## src/rtl/comparador_serial_ctrl.sv

```systemverilog
// Serial N-bit unsigned magnitude comparator, MSB first, one bit per clock.
// A combinational 1-bit slice looks at the current MSBs of the two shift
// registers. The first bit position where the operands differ decides the
// result (maior / menor / igual).
// Optional build macro COMPARADOR_EARLY_EXIT_EN: when it is defined, the
// first differing bit ends the compare early. Only the latency changes; the
// result is the same in both builds.

module comparador_bit_slice (
  input  logic i_a,
  input  logic i_b,
  output logic o_maior,
  output logic o_menor
);
  assign o_maior = i_a & ~i_b;
  assign o_menor = ~i_a & i_b;
endmodule

module comparador_serial_ctrl #(
  parameter int N = 8
) (
  input  logic         clk,
  input  logic         rst,
  input  logic         start,
  input  logic [N-1:0] a,
  input  logic [N-1:0] b,
  output logic         busy,
  output logic         done,
  output logic         maior,
  output logic         menor,
  output logic         igual
);
  localparam int CW = $clog2(N);

  typedef enum logic [1:0] {IDLE, SHIFT, DONE} state_t;

  state_t          r_state;
  logic [N-1:0]    r_sa;
  logic [N-1:0]    r_sb;
  logic [CW-1:0]   r_cnt;
  logic            r_dec_gt;
  logic            r_dec_lt;

  logic            w_gt;
  logic            w_lt;
  logic            w_undecided;
  logic            w_next_gt;
  logic            w_next_lt;
  logic            w_last;

  comparador_bit_slice u_slice (
    .i_a     (r_sa[N-1]),
    .i_b     (r_sb[N-1]),
    .o_maior (w_gt),
    .o_menor (w_lt)
  );

  // Decision flags freeze once set; next values include this edge's slice result
  always_comb begin
    w_undecided = ~(r_dec_gt | r_dec_lt);
    w_next_gt   = r_dec_gt | (w_undecided & w_gt);
    w_next_lt   = r_dec_lt | (w_undecided & w_lt);
`ifdef COMPARADOR_EARLY_EXIT_EN
    w_last      = (r_cnt == '0) || (w_undecided && (w_gt || w_lt));
`else
    w_last      = (r_cnt == '0);
`endif
  end

  // Control FSM with registered status and result outputs
  always_ff @(posedge clk or posedge rst) begin
    if (rst) begin
      r_state  <= IDLE;
      r_sa     <= '0;
      r_sb     <= '0;
      r_cnt    <= '0;
      r_dec_gt <= 1'b0;
      r_dec_lt <= 1'b0;
      busy     <= 1'b0;
      done     <= 1'b0;
      maior    <= 1'b0;
      menor    <= 1'b0;
      igual    <= 1'b0;
    end else begin
      done <= 1'b0;
      case (r_state)
        IDLE, DONE: begin
          if (start) begin
            r_sa     <= a;
            r_sb     <= b;
            r_cnt    <= CW'(N - 1);
            r_dec_gt <= 1'b0;
            r_dec_lt <= 1'b0;
            busy     <= 1'b1;
            r_state  <= SHIFT;
          end else begin
            r_state  <= IDLE;
          end
        end
        SHIFT: begin
          r_dec_gt <= w_next_gt;
          r_dec_lt <= w_next_lt;
          r_sa     <= {r_sa[N-2:0], 1'b0};
          r_sb     <= {r_sb[N-2:0], 1'b0};
          if (w_last) begin
            // Result loads from the flags as updated on this same edge
            maior   <= w_next_gt;
            menor   <= w_next_lt;
            igual   <= ~(w_next_gt | w_next_lt);
            busy    <= 1'b0;
            done    <= 1'b1;
            r_state <= DONE;
          end else begin
            r_cnt   <= r_cnt - 1'b1;
          end
        end
        default: begin
          busy    <= 1'b0;
          r_state <= IDLE;
        end
      endcase
    end
  end
endmodule

```

## config.mk

```make
export PLATFORM = sky130hd
export DESIGN_NAME = comparador_serial_ctrl
export DESIGN_NICKNAME = d
export VERILOG_FILES = /design/src/rtl/comparador_serial_ctrl.sv
export SDC_FILE = /design/constraint.sdc
export NUM_CORES = 1
export LEC_CHECK = 0
export CORE_AREA = 5 5 63 65
export CTS_CLUSTER_DIAMETER = 120
export DETAILED_ROUTE_END_ITERATION = 7
export DIE_AREA = 0 0 68 70
export GPL_TIMING_DRIVEN = 0
export PLACE_DENSITY = 0.65
export SLEW_MARGIN = 20
export SYNTH_ARGS = -nofsm -noshare
export SYNTH_HDL_FRONTEND = slang
export SYNTH_SLANG_ARGS = --single-unit
```

## constraint.sdc

```tcl
create_clock -name clk -period 1.5 [get_ports clk]
set_clock_uncertainty 0.1 [all_clocks]
set_input_delay 0.375 -clock clk [delete_from_list [all_inputs] [get_ports clk]]
set_output_delay 0.375 -clock clk [all_outputs]
set_load 0.1 [all_outputs]
```

==> flow_summary_export.csv, run 1 <==
group,metric,value,unit
run_status,status,"finished clean",
yosys,synth_fp_nets,140,
critical_path,worstPathArrival,1.60,ns
hold_path,hold_path.class,"input port to asynchronous set/reset pin",
pwr,ir_drop,0.000966,V
floorplan,die_x,68,um
pwr,p_per_area,2080,nW/um^2
floorplan,start_util,39.3,%
timing,worstMarginPinSlew,0.578,ns
timing,setup_violations,0,
clock_network,cts_htree_levels,1,
pwr,p_leak,0.741,nW
clock_network,path_clk_slew,0.15,ns
critical_path,crit_path_end_kind,"flip-flop",
yosys,synth_edf_count,0,
clock_network,cts_tree,"done",
timing,hold_violations,0,
yosys,synthArstFlopShare,100,%
timing,fin_ws,0.0392,ns
critical_path,rrSetupSlack,0.04,ns
global_routing,antenna_found_initial,0,
yosys,seq_area_frac_synth,54.3,%
critical_path,worst-endpoint-required,1.64,ns
yosys,avgSynthCellArea,10.9,sq um
yosys,yosys-top-cells-area,"dfrtp_1 (54%), mux2i_1 (12%), nand2_1 (4.4%), o21ai_1 (3.9%), nor2_1 (2.9%)",
timing,rsz0062_at_grt,"true",
yosys,yosys.area.top_type_share,54.3,%
drt,drc,0,
finish,diodes,0,
placed_design,hpwl,1.76,mm
yosys,yosysTopAreaCell,"dfrtp_1",
clock_network,cts_buffers,3,
critical_path,r2r_end,"igual",
yosys,synth_commonest_cells,"dfrtp_1 (28), mux2i_1 (15), nand2_1 (15)",
floorplan,design.die.area,4760,sq um
finish,syn_to_final_growth,29.8,%
drt,routed_wl,2.48,mm
timing,timing.final.crit_share,97.4,%
floorplan,io_pins,24,
critical_path,reg2regPathDepth,5,
global_routing,grt_max_degree,29,
placed_design,place_ws,-0.449,ns
critical_path,crit_fanout,2,
finish,drive_gt1_share,18.0,%
yosys,synth_cells,119,
timing,fmax,0.685,GHz
drt,drtPass1Iterations,4,
placed_design,place_inst,188,
placed_design,place.gp.congestion,0.709,
clock_network,clock_latency,0.33,ns
clock_network,cts_sinks,28,
critical_path,r2r-start,"r_cnt[0]",
yosys,syn_area,1290,sq um
clock_network,cts.path.max_buffers,2,
global_routing,grt_overflow,0,
finish,instances_no_fill,196,
timing,tns,0,ns
global_routing,grt_pass1_wl,4.22,mm
yosys,synth-main-ff-cell,"dfrtp_1",
timing,max_slew_margin,61.4,%
global_routing,grtUsageTotal,11.2,%
yosys,yosysWarnings,0,
drt,vias,965,
clock_network,cts_root_buffer,"clkbuf_4",
drt,drt_iter0_markers,75,
pwr,total_power,3.49,mW
yosys,yosysMostFrequentCell,"dfrtp_1",
drt,postRouteAntennaNets,0,
critical_path,critPathLaunchType,"flip-flop",
global_routing,grt_pass1_vias,994,
finish,stdcell_area,1680,sq um
finish,layout.nets,172,
placed_design,dpl_cell_area,1590,sq um
placed_design,port_buffers,23,
drt,viasPerCell,4.92,
drt,post_drt_wl_per_cell,12.7,um
timing,maxSlewViolCount,0,
critical_path,worst-setup-path-type,"flip-flop to flip-flop",
timing,fin_crit,1.46,ns
job,max_cap_violations,0,
yosys,ys_types,25,
floorplan,die_y,70,um
yosys,ys_ff_latch,28,
floorplan,coreArea,3280,sq um
floorplan,core.rowCount,21,
-- layer usage --
layer	global-route usage [%]	routed length (um)	vias up
li1	-	-	471
met1	14.1	1090	476
met2	18.5	1290	14
met3	1.44	62	4
met4	5.30	44	0
met5	0	0	-
-- placed cells by master, fill, tap and decap left out, types with 2 or more instances in the layout --
cell type	instances
nand2_1	15
buf_4	7
dfrtp_1	28
clkbuf_4	3
nor4bb_1	2
clkdlybuf4s50_1	18
buf_2	3
nor2_1	10
o21ai_1	10
buf_6	5
nor3b_1	2
xor2_1	2
nand2b_1	3
inv_2	3
mux2i_1	15
a21oi_1	5
a22o_1	2
o21ai_0	4
-- critical path: stages, from the launching register on --
cell	delay (ns)
dfrtp_1	0.42
inv_2	0.08
ha_4	0.13
nor4bb_1	0.17
buf_2	0.17
mux2_4	0.29
-- cell families (layout without fill, tap and decap cells) --
family          Yosys count  count (layout)  synth area share, %
xor+xnor                  2               2                 1.36
simple gates             36              36                 13.6
compound gates           24              24                 10.6
fa+ha+maj                 2               2                 1.94
mux                      16              16                 12.5
buf+inv                  11              42                 5.81
flops                    28              28                 54.3
-- repair_timing --
item,CTS,global route
pin swaps,1,0
hold buffers,0,0
setup buffers,3,1
setup endpoints to repair,6,11
resized for setup,34,6
-- power by group --
part / internal [mW] / leakage (nW) / switching (mW)
registers: 1.07 / 0.354 / 0.223
clock network: 0.149 / 0.0210 / 0.225
logic: 0.754 / 0.365 / 1.07
total: 1.97 / 0.741 / 1.52
-- layout make-up --
cell class	instances	area (sq um)
fill	311	1610
multi-input combinational	80	532
buffer	8	72.6
tap	46	57.6
clock buffer	4	36.3
sequential	28	701
inverter	3	11.3
timing repair buffer	27	267
-- worst max path at each step --
stage,endpoint,start,cells past startpoint,slack (ns)
final,igual,r_cnt[0],5,0.04
after global routing,igual,r_cnt[0],5,-0.03
after CTS,menor,menor,1,0.002
after detailed placement,igual,igual,1,-0.45
after global placement,igual,igual,1,-0.45
after floorplan,igual,r_cnt[0],5,0.008
-- through the flow --
stage	util, %	hold slack (ns)
final	51.0	0.299
after global routing	51.0	0.355
after CTS	50.1	0.407
after detailed placement	48.3	0.373
after global placement	48.3	0.359
after floorplan	-	0.340
-- registers in the layout, indices dropped and copies added (netlist names) --
register  cells
r_cnt         3
igual         1
busy          1
done          1
r_state       2
r_sa          8
menor         1
maior         1
r_dec_gt      1
r_sb          8
r_dec_lt      1
Power figures use the tool's default switching activity.
==> run 2, diff against run 1 <==
Settings changed: CORE_AREA 5 5 63 65 to 5 5 67 69, CTS_CLUSTER_SIZE from default to 40, DIE_AREA 0 0 68 70 to 0 0 72 74, PLACE_DENSITY 0.65 to 0.58.
==> run 2 against run 1 <==
  * Clock power increased by 59%
  * Combinational power decreased by 2%
  * Clock-buffer cell count decreased by 1
  * Critical endpoint unchanged
==> flow_summary_export.csv, run 2 (synthesis results as in run 1) <==
group,metric,value,unit
critical_path,crit_chain,"inv_2, ha_4, nor4bb_1, buf_2, mux2_4",
clock_network,cts_htree_levels,1,
clock_network,path_clk_slew,0.10,ns
critical_path,worstPathArrival,1.54,ns
critical_path,reg2regPathDepth,5,
critical_path,crit_path_max_incr_delay,0.41,ns
drt,drt_iter0_markers,44,
finish,stdcell_area,1710,sq um
pwr,p_leak,0.759,nW
finish,syn_to_final_growth,32.8,%
floorplan,io_pins,24,
floorplan,die_x,72,um
timing,max_slew_margin,61.4,%
clock_network,cts.path.max_buffers,2,
pwr,p_per_area,2140,nW/um^2
floorplan,core.rowCount,23,
timing,hold_violations,0,
placed_design,hpwl,1.78,mm
hold_path,hold_path.class,"input port to asynchronous set/reset pin",
timing,setup_violations,0,
timing,timing.final.crit_share,98.0,%
job,max_cap_violations,0,
timing,holdWs,0.370,ns
finish,layout.nets,173,
global_routing,grt_max_degree,29,
critical_path,r2r-start,"r_cnt[0]",
floorplan,coreArea,3860,sq um
critical_path,crit_family,"flip-flops",
critical_path,crit_path_end_kind,"flip-flop",
pwr,ir_drop,0.000725,V
run_status,status,"finished clean",
clock_network,cts_hold_buf,0,
critical_path,rrSetupSlack,0.03,ns
timing,worstMarginPinSlew,0.577,ns
global_routing,grt_overflow,0,
placed_design,port_buffers,23,
drt,post_drt_wl_per_cell,12.3,um
floorplan,design.die.area,5330,sq um
finish,layout_commonest_cell,"dfrtp_1",
critical_path,cp.depth,5,
timing,maxSlewViolCount,0,
pwr,total_power,3.67,mW
drt,vias,939,
clock_network,cts_buffers,3,
global_routing,antenna_found_initial,0,
finish,reg_top3,"r_sa: 8 flops, r_sb: 8 flops, r_cnt: 3 flops",
floorplan,start_util,33.5,%
finish,final_cell_mix,"dfrtp_1 (28), clkdlybuf4s50_1 (18), nand2_1 (15)",
clock_network,clock_latency,0.27,ns
timing,fmax,0.680,GHz
drt,drtPass1Iterations,4,
placed_design,place.gp.congestion,0.698,
drt,drc,0,
timing,fin_crit,1.47,ns
critical_path,critPathBufInv,2,
global_routing,grt_pass1_vias,923,
timing,rsz0062_at_grt,"true",
finish,diodes,0,
critical_path,crit_fanout,3,
clock_network,cts_tree,"done",
critical_path,worst-endpoint-required,1.57,ns
critical_path,critPathSlowestCell,"dfrtp_1",
clock_network,cts_sinks,28,
critical_path,critPathLaunchType,"flip-flop",
global_routing,grtUsageTotal,9.93,%
drt,routed_wl,2.48,mm
clock_network,cts_root_buffer,"clkbuf_8",
floorplan,die_y,74,um
finish,drive_gt1_share,19.2,%
critical_path,worst-setup-path-type,"flip-flop to flip-flop",
drt,postRouteAntennaNets,0,
placed_design,dpl_cell_area,1590,sq um
global_routing,grt_pass1_wl,4.05,mm
drt,viasPerCell,4.67,
critical_path,r2r_end,"igual",
run 2: changes by cell type in the layout (fill, tap and decap cells not counted), moves of 2 or more:
cell      change
buf_6         -3
clkbuf_4      -3
clkbuf_8      +2
buf_4         +5
run 2: worst register-to-register path: stages, from the launching register on:
cell      delay [ns]
dfrtp_1         0.41
inv_2           0.09
ha_4            0.14
nor4bb_1        0.18
buf_2           0.17
mux2_4          0.29
run 2: final cells by class:
| type | instances | area, sq um |
|---|---|---|
| Tap cell | 50 | 62.6 |
| Clock inverter | 1 | 30.0 |
| Fill cell | 372 | 2140 |
| Sequential cell | 28 | 701 |
| Inverter | 3 | 11.3 |
| Multi-Input combinational cell | 80 | 541 |
| Timing Repair Buffer | 28 | 255 |
| Clock buffer | 3 | 41.3 |
| Buffer | 8 | 72.6 |
run 2: power by group:
group / internal [mW] / switching, mW / total, mW
Sequential: 1.07 / 0.217 / 1.28
Clock: 0.357 / 0.236 / 0.594
Combinational: 0.724 / 1.06 / 1.79
run 2: what timing repair did:
| action | in CTS | in global routing |
|---|---|---|
| buffers inserted | 2 | 3 |
| endpoints found under the hold margin | 0 | 0 |
| endpoints found under the setup margin | 7 | 7 |
| gates resized for setup | 34 | 3 |
| pin swaps | 0 | 1 |
run 2: per-stage QoR:
stage | worst slack [ns] | util [%] | TNS [ns] | cells
final | 0.0296 | 44.5 | 0 | 201
after floorplan | 0.00833 | - | 0 | 119
after global placement | -0.450 | 41.2 | -14.02 | 192
after CTS | 0.0131 | 43.5 | 0 | 198
after global routing | -0.0132 | 44.5 | -0.0208 | 201
after detailed placement | -0.451 | 41.2 | -15.38 | 192
run 2: metal layers:
layer,wire length (um),up-vias,track usage (%)
li1,-,469,-
met1,1140,454,11.6
met2,1210,12,16.9
met3,68,4,1.76
met4,60,0,6.26
met5,0,-,0
run 2: worst max-delay path by stage:
stage	slack (ns)	start	end
final	0.03	r_cnt[0]	igual
after global routing	-0.01	r_cnt[0]	igual
after CTS	0.01	start	r_sa[2]
after detailed placement	-0.45	igual	igual
after global placement	-0.45	igual	igual
after floorplan	0.008	r_cnt[0]	igual
==> run 3, diff against run 2 <==
--- a/config.mk
+++ b/config.mk
@@ -12,4 +12,5 @@
 export DIE_AREA = 0 0 72 74
+export GPL_ROUTABILITY_DRIVEN = 0
 export GPL_TIMING_DRIVEN = 0
-export PLACE_DENSITY = 0.58
+export PLACE_DENSITY = 0.56
 export SLEW_MARGIN = 20
==> constraint.sdc (replaced) <==
create_clock -name clk -period 1.84 [get_ports clk]
set_clock_uncertainty 0.1 [all_clocks]
set_input_delay 0.46 -clock clk [delete_from_list [all_inputs] [get_ports clk]]
set_output_delay 0.46 -clock clk [all_outputs]
set_load 0.05 [all_outputs]
==> run 3 against run 2 <==
  * Wire length increased by 0.28%
  * Setup slack improved by 0.083 ns
  * Flip-flop and latch count unchanged
  * Register-to-register slack improved by 0.08 ns
  * First-iteration DRC count increased by 2.3%
  * Core utilization decreased by 2.5 points
  * Sequential power decreased by 20%
  * Design area decreased by 5.5%
  * Global-route usage increased by 0.077 points
  * Combinational power decreased by 36%
  * Non-clock buffer count decreased by 5
  * Worst hold slack improved by 0.023 ns
  * Largest cell class unchanged
  * Largest power group unchanged
==> flow_summary_export.csv, run 3 (synthesis results as in run 1) <==
group,metric,value,unit
run_status,status,"finished clean",
drt,drtPass1Iterations,4,
finish,fin_util,42.0,%
global_routing,grt_overflow,0,
critical_path,crit_family,"flip-flops",
drt,viasPerCell,4.68,
floorplan,start_util,33.5,%
placed_design,place_ws,-0.0818,ns
timing,fmax,0.579,GHz
hold_path,hold_path.class,"flip-flop to flip-flop",
timing,hold_violations,0,
placed_design,hpwl,1.80,mm
drt,routed_wl,2.49,mm
timing,timing.final.crit_share,93.9,%
critical_path,critPathLaunchType,"flip-flop",
pwr,ir_drop,0.000445,V
placed_design,port_buffers,23,
floorplan,die_x,72,um
finish,reg_top3,"r_sa: 8 flops, r_sb: 8 flops, r_cnt: 3 flops",
timing,fin_crit,1.73,ns
clock_network,cts_buffers,3,
clock_network,cts_sinks,28,
finish,final_cell_mix,"dfrtp_1 (28), clkdlybuf4s50_1 (18), mux2i_1 (15), nand2_1 (15)",
finish,stdcell_area,1620,sq um
clock_network,cts_tree,"done",
drt,drc,0,
pwr,total_power,2.51,mW
placed_design,dpl_cell_area,1580,sq um
timing,rsz0062_at_grt,"false",
pwr,p_leak,0.717,nW
clock_network,cts_hold_buf,0,
clock_network,cts.path.max_buffers,2,
clock_network,clock_latency,0.27,ns
floorplan,design.die.area,5330,sq um
timing,max_slew_margin,60.9,%
critical_path,crit_path_max_incr_delay,0.42,ns
critical_path,crit_chain,"inv_1, ha_1, nor4bb_1, buf_2, mux2_1",
floorplan,io_pins,24,
critical_path,worstPathArrival,1.79,ns
global_routing,grt_pass1_wl,4.08,mm
finish,layout.nets,168,
critical_path,crit_path_end_kind,"flip-flop",
finish,drive_gt1_share,8.97,%
finish,diodes,0,
floorplan,die_y,74,um
timing,worstMarginPinSlew,0.586,ns
global_routing,grt_max_degree,29,
drt,vias,912,
timing,fin_ws,0.112,ns
clock_network,path_clk_slew,0.09,ns
critical_path,worst-endpoint-required,1.90,ns
timing,setup_violations,0,
global_routing,antenna_found_initial,0,
clock_network,cts_root_buffer,"clkbuf_8",
clock_network,cts.repair.resized,5,
global_routing,grt_pass1_vias,871,
finish,syn_to_final_growth,25.4,%
floorplan,coreArea,3860,sq um
critical_path,critPathSlowestCell,"dfrtp_1",
critical_path,crit_fanout,6,
clock_network,cts_htree_levels,1,
floorplan,core.rowCount,23,
drt,drt_iter0_markers,45,
critical_path,critPathBufInv,2,
drt,postRouteAntennaNets,0,
clock_network,cts_setup_buffers,0,
finish,layout_commonest_cell,"dfrtp_1",
global_routing,grtUsageTotal,10.0,%
timing,maxSlewViolCount,0,
drt,post_drt_wl_per_cell,12.8,um
job,max_cap_violations,0,
critical_path,worst-setup-path-type,"flip-flop to flip-flop",
pwr,p_per_area,1550,nW/um^2
-- run 3: report_power, final --
group / leakage, nW / switching [mW] / internal (mW) / total (mW)
clock: 0.0216 / 0.181 / 0.147 / 0.328
combinational: 0.342 / 0.662 / 0.488 / 1.15
sequential: 0.354 / 0.162 / 0.870 / 1.03
-- run 3: through the flow --
step / TNS [ns] / hold slack [ns] / std cells
after floorplan: 0 / 0.349 / 119
after global placement: -0.993 / 0.360 / 192
after detailed placement: -2.84 / 0.373 / 192
after CTS: 0 / 0.400 / 195
after global routing: 0 / 0.416 / 195
final: 0 / 0.393 / 195
-- run 3: final cells by class --
class | count | area, sq um
plain buffers | 8 | 63.8
clock buffers | 3 | 41.3
fillers | 390 | 2240
inverters | 3 | 11.3
multi-input cells | 80 | 515
flip-flops and latches | 28 | 701
well taps | 50 | 62.6
repair buffers | 23 | 224
-- run 3: path summary, 6_finish.rpt --
path                            cells after the start  slack (ns)      from       to
worst min-delay path                                2        0.39   r_sb[6]  r_sb[7]
max in group asynchronous                           2        0.78       rst  r_sb[7]
worst max-delay path                                5        0.11  r_cnt[0]    igual
worst max register to register                      5        0.11  r_cnt[0]    igual
min in group asynchronous                           2        0.47       rst     done
worst min register to register                      2        0.39   r_sb[6]  r_sb[7]
-- run 3: worst min-delay path: stages, from the launching register on --
cell	delay, ns
dfrtp_1	0.35
nand2_1	0.05
o21ai_0	0.06
-- run 3: layer usage --
layer / share of wire, % / vias to the layer above / GRT usage, % / wire length [um]
met5: 0 / - / 0 / 0
met4: 1.4 / 0 / 5.01 / 36
met3: 3.0 / 4 / 1.89 / 74
met2: 50 / 13 / 16.3 / 1230
met1: 46 / 437 / 12.8 / 1140
li1: - / 458 / - / -
